File: src/rtl/interrupt_controller.sv
// interrupt_controller: edge-triggered IRQ latch, mask, fixed priority, inta/ack/RETI handshake.
// Optional macro INTC_IRQ_SYNC_EN adds a two-flop synchronizer on every irq line.
module interrupt_controller #(
  parameter int DBITS    = 32,
  parameter int NUM_SRC  = 4,
  parameter int IDN_BASE = 1
) (
  input  logic               clk,
  input  logic               reset,
  input  logic [NUM_SRC-1:0] irq,
  input  logic               mask_we,
  input  logic [NUM_SRC-1:0] mask_in,
  input  logic               intaSig,
  input  logic               isReti,
  output logic               inta,
  output logic [DBITS-1:0]   idn,
  output logic [NUM_SRC-1:0] pending,
  output logic [NUM_SRC-1:0] mask,
  output logic               in_service
);

  localparam int IW = (NUM_SRC > 1) ? $clog2(NUM_SRC) : 1;

  localparam logic [1:0] S_IDLE = 2'd0;
  localparam logic [1:0] S_REQ  = 2'd1;
  localparam logic [1:0] S_SVC  = 2'd2;

  logic [1:0]         r_state;
  logic [IW-1:0]      r_sel;
  logic [DBITS-1:0]   r_idn;
  logic [NUM_SRC-1:0] r_pending;
  logic [NUM_SRC-1:0] r_mask;
  logic [NUM_SRC-1:0] r_irq_prev;

  logic [NUM_SRC-1:0] w_irq;
  logic [NUM_SRC-1:0] w_rise;
  logic [NUM_SRC-1:0] w_clr;
  logic [NUM_SRC-1:0] w_elig;
  logic [IW-1:0]      w_sel;
  logic               w_any;
  logic               w_ack;
  logic [DBITS-1:0]   w_idn_nxt;

`ifdef INTC_IRQ_SYNC_EN
  logic [NUM_SRC-1:0] r_sync1;
  logic [NUM_SRC-1:0] r_sync2;

  always_ff @(posedge clk or posedge reset) begin
    if (reset) begin
      r_sync1 <= '0;
      r_sync2 <= '0;
    end else begin
      r_sync1 <= irq;
      r_sync2 <= r_sync1;
    end
  end

  assign w_irq = r_sync2;
`else
  assign w_irq = irq;
`endif

  assign w_rise = w_irq & ~r_irq_prev;
  assign w_ack  = (r_state == S_REQ) && intaSig;
  assign w_clr  = w_ack ? (NUM_SRC'(1) << r_sel) : '0;
  assign w_elig = r_pending & r_mask;
  assign w_any  = |w_elig;

  // Scan downwards so the lowest set index wins.
  always_comb begin
    w_sel = '0;
    for (int i = NUM_SRC - 1; i >= 0; i--) begin
      if (w_elig[i]) w_sel = IW'(i);
    end
  end

  assign w_idn_nxt = DBITS'(IDN_BASE) + DBITS'(w_sel);

  always_ff @(posedge clk or posedge reset) begin
    if (reset) begin
      r_irq_prev <= '0;
      r_pending  <= '0;
      r_mask     <= '0;
    end else begin
      r_irq_prev <= w_irq;
      // A new rise on the acked line keeps the bit set.
      r_pending  <= (r_pending & ~w_clr) | w_rise;
      if (mask_we) r_mask <= mask_in;
    end
  end

  always_ff @(posedge clk or posedge reset) begin
    if (reset) begin
      r_state <= S_IDLE;
      r_sel   <= '0;
      r_idn   <= '0;
    end else begin
      case (r_state)
        S_IDLE: begin
          if (w_any) begin
            r_state <= S_REQ;
            r_sel   <= w_sel;
            r_idn   <= w_idn_nxt;
          end
        end
        S_REQ: begin
          if (intaSig) r_state <= S_SVC;
        end
        S_SVC: begin
          if (isReti) r_state <= S_IDLE;
        end
        default: r_state <= S_IDLE;
      endcase
    end
  end

  assign inta       = (r_state == S_REQ);
  assign in_service = (r_state == S_SVC);
  assign idn        = r_idn;
  assign pending    = r_pending;
  assign mask       = r_mask;

endmodule
File: config.mk
export PLATFORM = sky130hd
export DESIGN_NAME = interrupt_controller
export DESIGN_NICKNAME = d
export VERILOG_FILES = /design/src/rtl/interrupt_controller.sv
export SDC_FILE = /design/constraint.sdc
export NUM_CORES = 1
export LEC_CHECK = 0
export CAP_MARGIN = 0
export CORE_MARGIN = 2
export CORE_UTILIZATION = 52
export CTS_BUF_LIST = sky130_fd_sc_hd__clkbuf_8
export CTS_CLUSTER_DIAMETER = 200
export DETAILED_ROUTE_END_ITERATION = 10
export DONT_BUFFER_PORTS = 1
export MAX_ROUTING_LAYER = met4
export PLACE_DENSITY_LB_ADDON = 0.2
export SETUP_SLACK_MARGIN = 0.3
export SLEW_MARGIN = 30
export SYNTH_ARGS = -nofsm -noshare
export SYNTH_HDL_FRONTEND = slang
export SYNTH_SLANG_ARGS = --single-unit
File: constraint.sdc
create_clock -name clk -period 1.3 [get_ports clk]
set_input_delay 0.325 -clock clk [delete_from_list [all_inputs] [get_ports clk]]
set_output_delay 0.325 -clock clk [all_outputs]
set_load 0.01 [all_outputs]
# After elaboration in Yosys (flattened, before gate mapping)
# Cells that the tools add are included.
[word_totals] regBits=48 inputBits=13 out_inout_bits=42 word_cells=33
[op_classes] add_sub_neg=1 n_eq_ne=5 shift=1 mux=9 bitwise_logic=6 n_reduce_logical=5
[op_table] cell="two-way mux 2 bit" n=7
[op_table] cell="AND 4 bit" n=3
[op_table] cell="NOT 4 bit" n=2
[op_table] cell="!= test 2 bit (second input constant)" n=3
[op_table] cell="one-hot mux 2 bit (3 select lines)" n=1
[op_table] cell="two-way mux 4 bit" n=1
[op_table] cell="OR 4 bit" n=1
[op_table] cell="OR reduction 4 bit" n=1
[op_table] cell="left shift 1 x 2 -> 4 bit (first input constant)" n=1
[op_table] cell="adder 1 x 2 -> 3 bit (first input constant)" n=1
[op_table] cell="AND reduction 3 bit" n=1
[op_table] cell="== test 2 x 1 -> 1 bit (second input constant)" n=1
[op_table] cell="== test 2 bit (second input constant)" n=1
[op_table] cell="logical NOT 2 bit" n=1
[op_table] cell="AND reduction 2 bit" n=1
[op_table] cell="logical AND 1 bit" n=1

# Depth between registers and ports, before layout
[logic_depth] ltp_word=6 depth_mapped=3 depth_no_buf=3

# Worst setup path before layout
# Ideal clock, no wire load.
[synth_path] path_type="register -> register" startpoint="reg r_mask[1] (netlist: mask[1])" endpoint="reg r_sel[0]" setup_ns=0.135 arrival_time_ns=0.899 t_required_ns=1.165 path_slack_ns=0.266 stages_incl_launch_ff=4 n_path_buf=0 synth_period_minus_slack_ns=1.034 cell_sequence="dfrtp_1 -> and2_1 -> o21ai_0 -> a22oi_1"
[synth_via] elab_chain_cells=3 word_cells_on_any_way=5 cone_classes="mux (2); bitwise (1); reduce/logical (2)"
[synth_rtl] element="start, declared" line_no="32" rtl="logic [NUM_SRC-1:0] r_mask;"
[synth_rtl] element="start signal, assigned" line_no="88" rtl="if (mask_we) r_mask <= mask_in;"
[synth_rtl] element="AND 4 bit *" line_no="66" rtl="assign w_elig = r_pending & r_mask;"
[synth_rtl] element="OR reduction 4 bit / two-way mux 2 bit (equally long branches)" line_no="67, 73"
[synth_rtl] element="AND reduction 2 bit (no line) / two-way mux 2 bit (equally long branches)"
[synth_rtl] element="end signal, assigned" line_no="102" rtl="r_sel <= w_sel;"
[synth_rtl] element="end, declared" line_no="29" rtl="logic [IW-1:0] r_sel;"
# Mark *: on every way between the ends. The rest lies on a longest branch, timed or not.
# A chain may end at the register's enable or synchronous reset.

# Final worst setup path
[layout_path] startpoint="reg r_state[0]" endpoint="out in_service"
[layout_via] elab_chain_cells=1
[layout_rtl] element="start, declared" line_no="28" rtl="logic [1:0] r_state;"
[layout_rtl] element="start signal, assigned" line_no="94" rtl="r_state <= S_IDLE;"
[layout_rtl] element="start signal, assigned" line_no="101" rtl="r_state <= S_REQ;"
[layout_rtl] element="start signal, assigned" line_no="107" rtl="if (intaSig) r_state <= S_SVC;"
[layout_rtl] element="== test 2 bit" line_no="118" rtl="assign in_service = (r_state == S_SVC);"
[layout_rtl] element="end, declared" line_no="19" rtl="output logic in_service"
# No other way between the ends.

==> impl_metrics.toml <==
[drt]
drt-vias-per-instance = 4.73
detail_route.drc_violations = 0
detail_route.wl_per_cell_um = 14.3
route.antenna.remaining_nets = 0
detail_route.iter0.violations = 4
wl_um = 1870
drt_pass1_iterations = 2
via_count = 620

[yosys]
syn-cell-area_um2 = 996
synth_cells = 96
synthXorXnorAreaFrac = 0
synth_warnings = 0
synth-compound-area-share = 0.142
yosysTopAreaCellShare = 0.477
synthesis.area_per_instance_um2 = 10.4
yosysSeqAreaShare = 0.477
yosysUniqueCellTypes = 22
synth_top_cell_by_area = "dfrtp_1"
yosys.area_share.adder = 0
synth.area.mux_share = 0.0452
synthSimpleGateAreaFrac = 0.0867
synth_top_family_by_area = "buffers and inverters"
ys_top_cells_by_area = "dfrtp_1, buf_4, mux2_2"
post_synthesis_sequential_element_count = 19

[clock_tree]
maximum_clock_path_buffer_count = 2
cts_root_buf = "clkbuf_8"
htreeDepth = 1
sink_count_of_the_clock_tree = 19
cts_tree = "yes"
worst_skew_pair.late_latency_ps = 250
cts_made_buffers = 3
clkTransAtPathRegs_ps = 70

[worst_setup_path]
timing.critical_path.to_type = "output port"
rr_endpoint = "idn[1]"
cp_max_fo = 5
worst_r2r_startpoint = "r_state[0]"
cp.arrival_ps = 900
worst-setup-path-type = "reg2out"
ff2ff_path_depth = 4
critPathLaunchType = "flip-flop"
reg2reg_slack_ps = 110
worstPathRequired_ps = 980

[min_path]
hold_end = "r_irq_prev[2]"
start_point_of_the_worst_hold_path = "irq[2]"
min-delay-path-class = "in2reg"
min_path_cells = 0

[placement]
placement.cell_area_um2 = 926
port_buffers = 0
preCtsSetupSlack_ps = 158
gp_congestion = 0.733
hpwl_um = 1330

[floorplan]
placement_row_count = 15
ioPinCount = 55
die_width_um = 47.8
core_area_um2 = 1760
die_area_um2 = 2280
start_util = 0.565
floorplan.die.height_um = 47.8

[sta]
timing.final.ws_setup_ps = 76.0
setup_tns_ps = 0
period_share = 0.942
timing_max_transition_violations_final = 0
final_hold_viol_count = 0
grt_setup_unrepaired = "true"
worst_clock_skew_ps = 1.52
max_clock_freq_ghz = 0.817
report.final.setup_viol = 0
final_critical_period_ps = 1220

[power_and_ir_drop]
power-per-cell-area_nw_per_um2 = 2180
vdd_drop_max_v = 0.00104
static-leakage-power_nw = 0.522
combPwrFrac = 0.381
switching_share_of_total_power = 0.389
internal_power_mw = 1.48
p_sw_mw = 0.943
seq_power_share = 0.454
power_frac_clock = 0.165

[cells_and_area]
fillers = 139
area_growth_pct = 11.7
n_antenna_cell = 0
drive_gt1_frac = 0.368
finalInstanceArea_um2 = 1110
finalNetCount = 120

[run_status]
run_status = "finished, final reports clean"

[grt]
antenna_found_initial = 0
grt_first_pass_wirelength_um = 2820
groute.usage.overall = 0.197
grt-ovfl-total = 0
grt_max_degree = 20
via_count_of_the_first_global_routing_pass = 597

[run]
cap_violations = 0
==> power groups by stage <==
stage / combinational [mW] / clock (mW) / sequential (mW)
global placement: 0.556 / 0 / 1.06
finish: 0.923 / 0.399 / 1.10
detailed placement: 0.582 / 0 / 1.06
global route: 1.01 / 0.429 / 1.13
floorplan: 0.558 / 0 / 0.992
CTS: 0.889 / 0.413 / 1.08
==> Yosys cell counts <==
cell	instances
a21oi_1	5
a22o_1	2
a22oi_1	1
a32o_1	1
and2_1	3
buf_4	29
conb_1	1
dfrtp_1	19
inv_1	7
mux2_2	4
nand2_1	5
nand2b_1	1
nand3_1	1
nand3b_2	1
nand4b_1	1
nor2_4	1
nor2b_1	1
o21ai_0	6
o21ai_1	2
o21ai_2	2
o31a_1	1
o31ai_1	2
==> layout make-up <==
type	count	area [um^2]	share of cell area
clock inverters	1	3.75	0.00337
well taps	25	31.3	0.0281
multi-input cells	69	447	0.402
clock buffers	3	41.3	0.0371
flip-flops and latches	19	488	0.439
repair buffers	7	75.1	0.0675
inverters	7	26.3	0.0236
==> timing repair <==
action,4_1_cts,5_1_grt
buffers inserted,5,0
endpoints found under the hold margin,19,0
setup endpoints to repair,23,23
hold buffers,1,0
pin swaps,4,4
gates resized for setup,25,5
==> worst max-delay path, stage by stage (launching register included) <==
cell and delay [ps]:
dfrtp_2 430, nand2b_4 150, inv_2 60
==> metal layers <==
metal / vias up / share of wire / GRT usage / routed length, um
met2: 40 / 0.53 / 0.320 / 997
met1: 295 / 0.37 / 0.220 / 692
met3: 2 / 0.094 / 0.0566 / 177
li1: 283 / - / - / -
met5: - / 0 / - / 0
met4: 0 / 0.0032 / 0.0973 / 6
==> cells by family after synthesis <==
kind of cell / Yosys count
AND/OR/NAND/NOR: 14
multiplexers: 4
flip-flops: 19
buffers and inverters: 36
other: 1
AO/OA/AOI/OAI: 22
==> registers in the layout, summed over array words and instances, names as in the netlist <==
name and cells:
r_irq_prev 4, mask 4, r_sel 2, pending 4
r_state 2, idn 3
==> placed cells by master, fill, tap and decap left out, types with 3 or more instances in the layout <==
cell type / instances
conb_1: 29
dfrtp_2: 10
dfrtp_1: 9
o21ai_1: 7
inv_1: 7
mux2_2: 4
nand2_4: 3
a21oi_1: 3
clkbuf_8: 3
buf_4: 3
==> metrics by stage <==
step	power [mW]	util	hold slack, ps	instances
floorplan	1.55	-	276	124
global placement	1.61	0.525	248	121
detailed placement	1.64	0.525	252	121
CTS	2.38	0.617	88.5	131
global route	2.57	0.630	83.6	131
finish	2.42	0.630	95.4	131
==> worst max path at each step <==
| stage | cells after the start | endpoint | slack, ps | from |
|---|---|---|---|---|
| 6_report | 2 | in_service | 80 | r_state[0] |
| 5_1_grt | 2 | in_service | 40 | r_state[0] |
| 4_1_cts | 2 | in_service | 70 | r_state[0] |
| 3_5_place_dp | 3 | pending[0] | 160 | r_state[1] |
| 3_3_place_gp | 3 | pending[1] | 170 | r_state[1] |
| 2_1_floorplan | 3 | pending[1] | 270 | r_state[1] |
(Power assumes the default switching activity.)
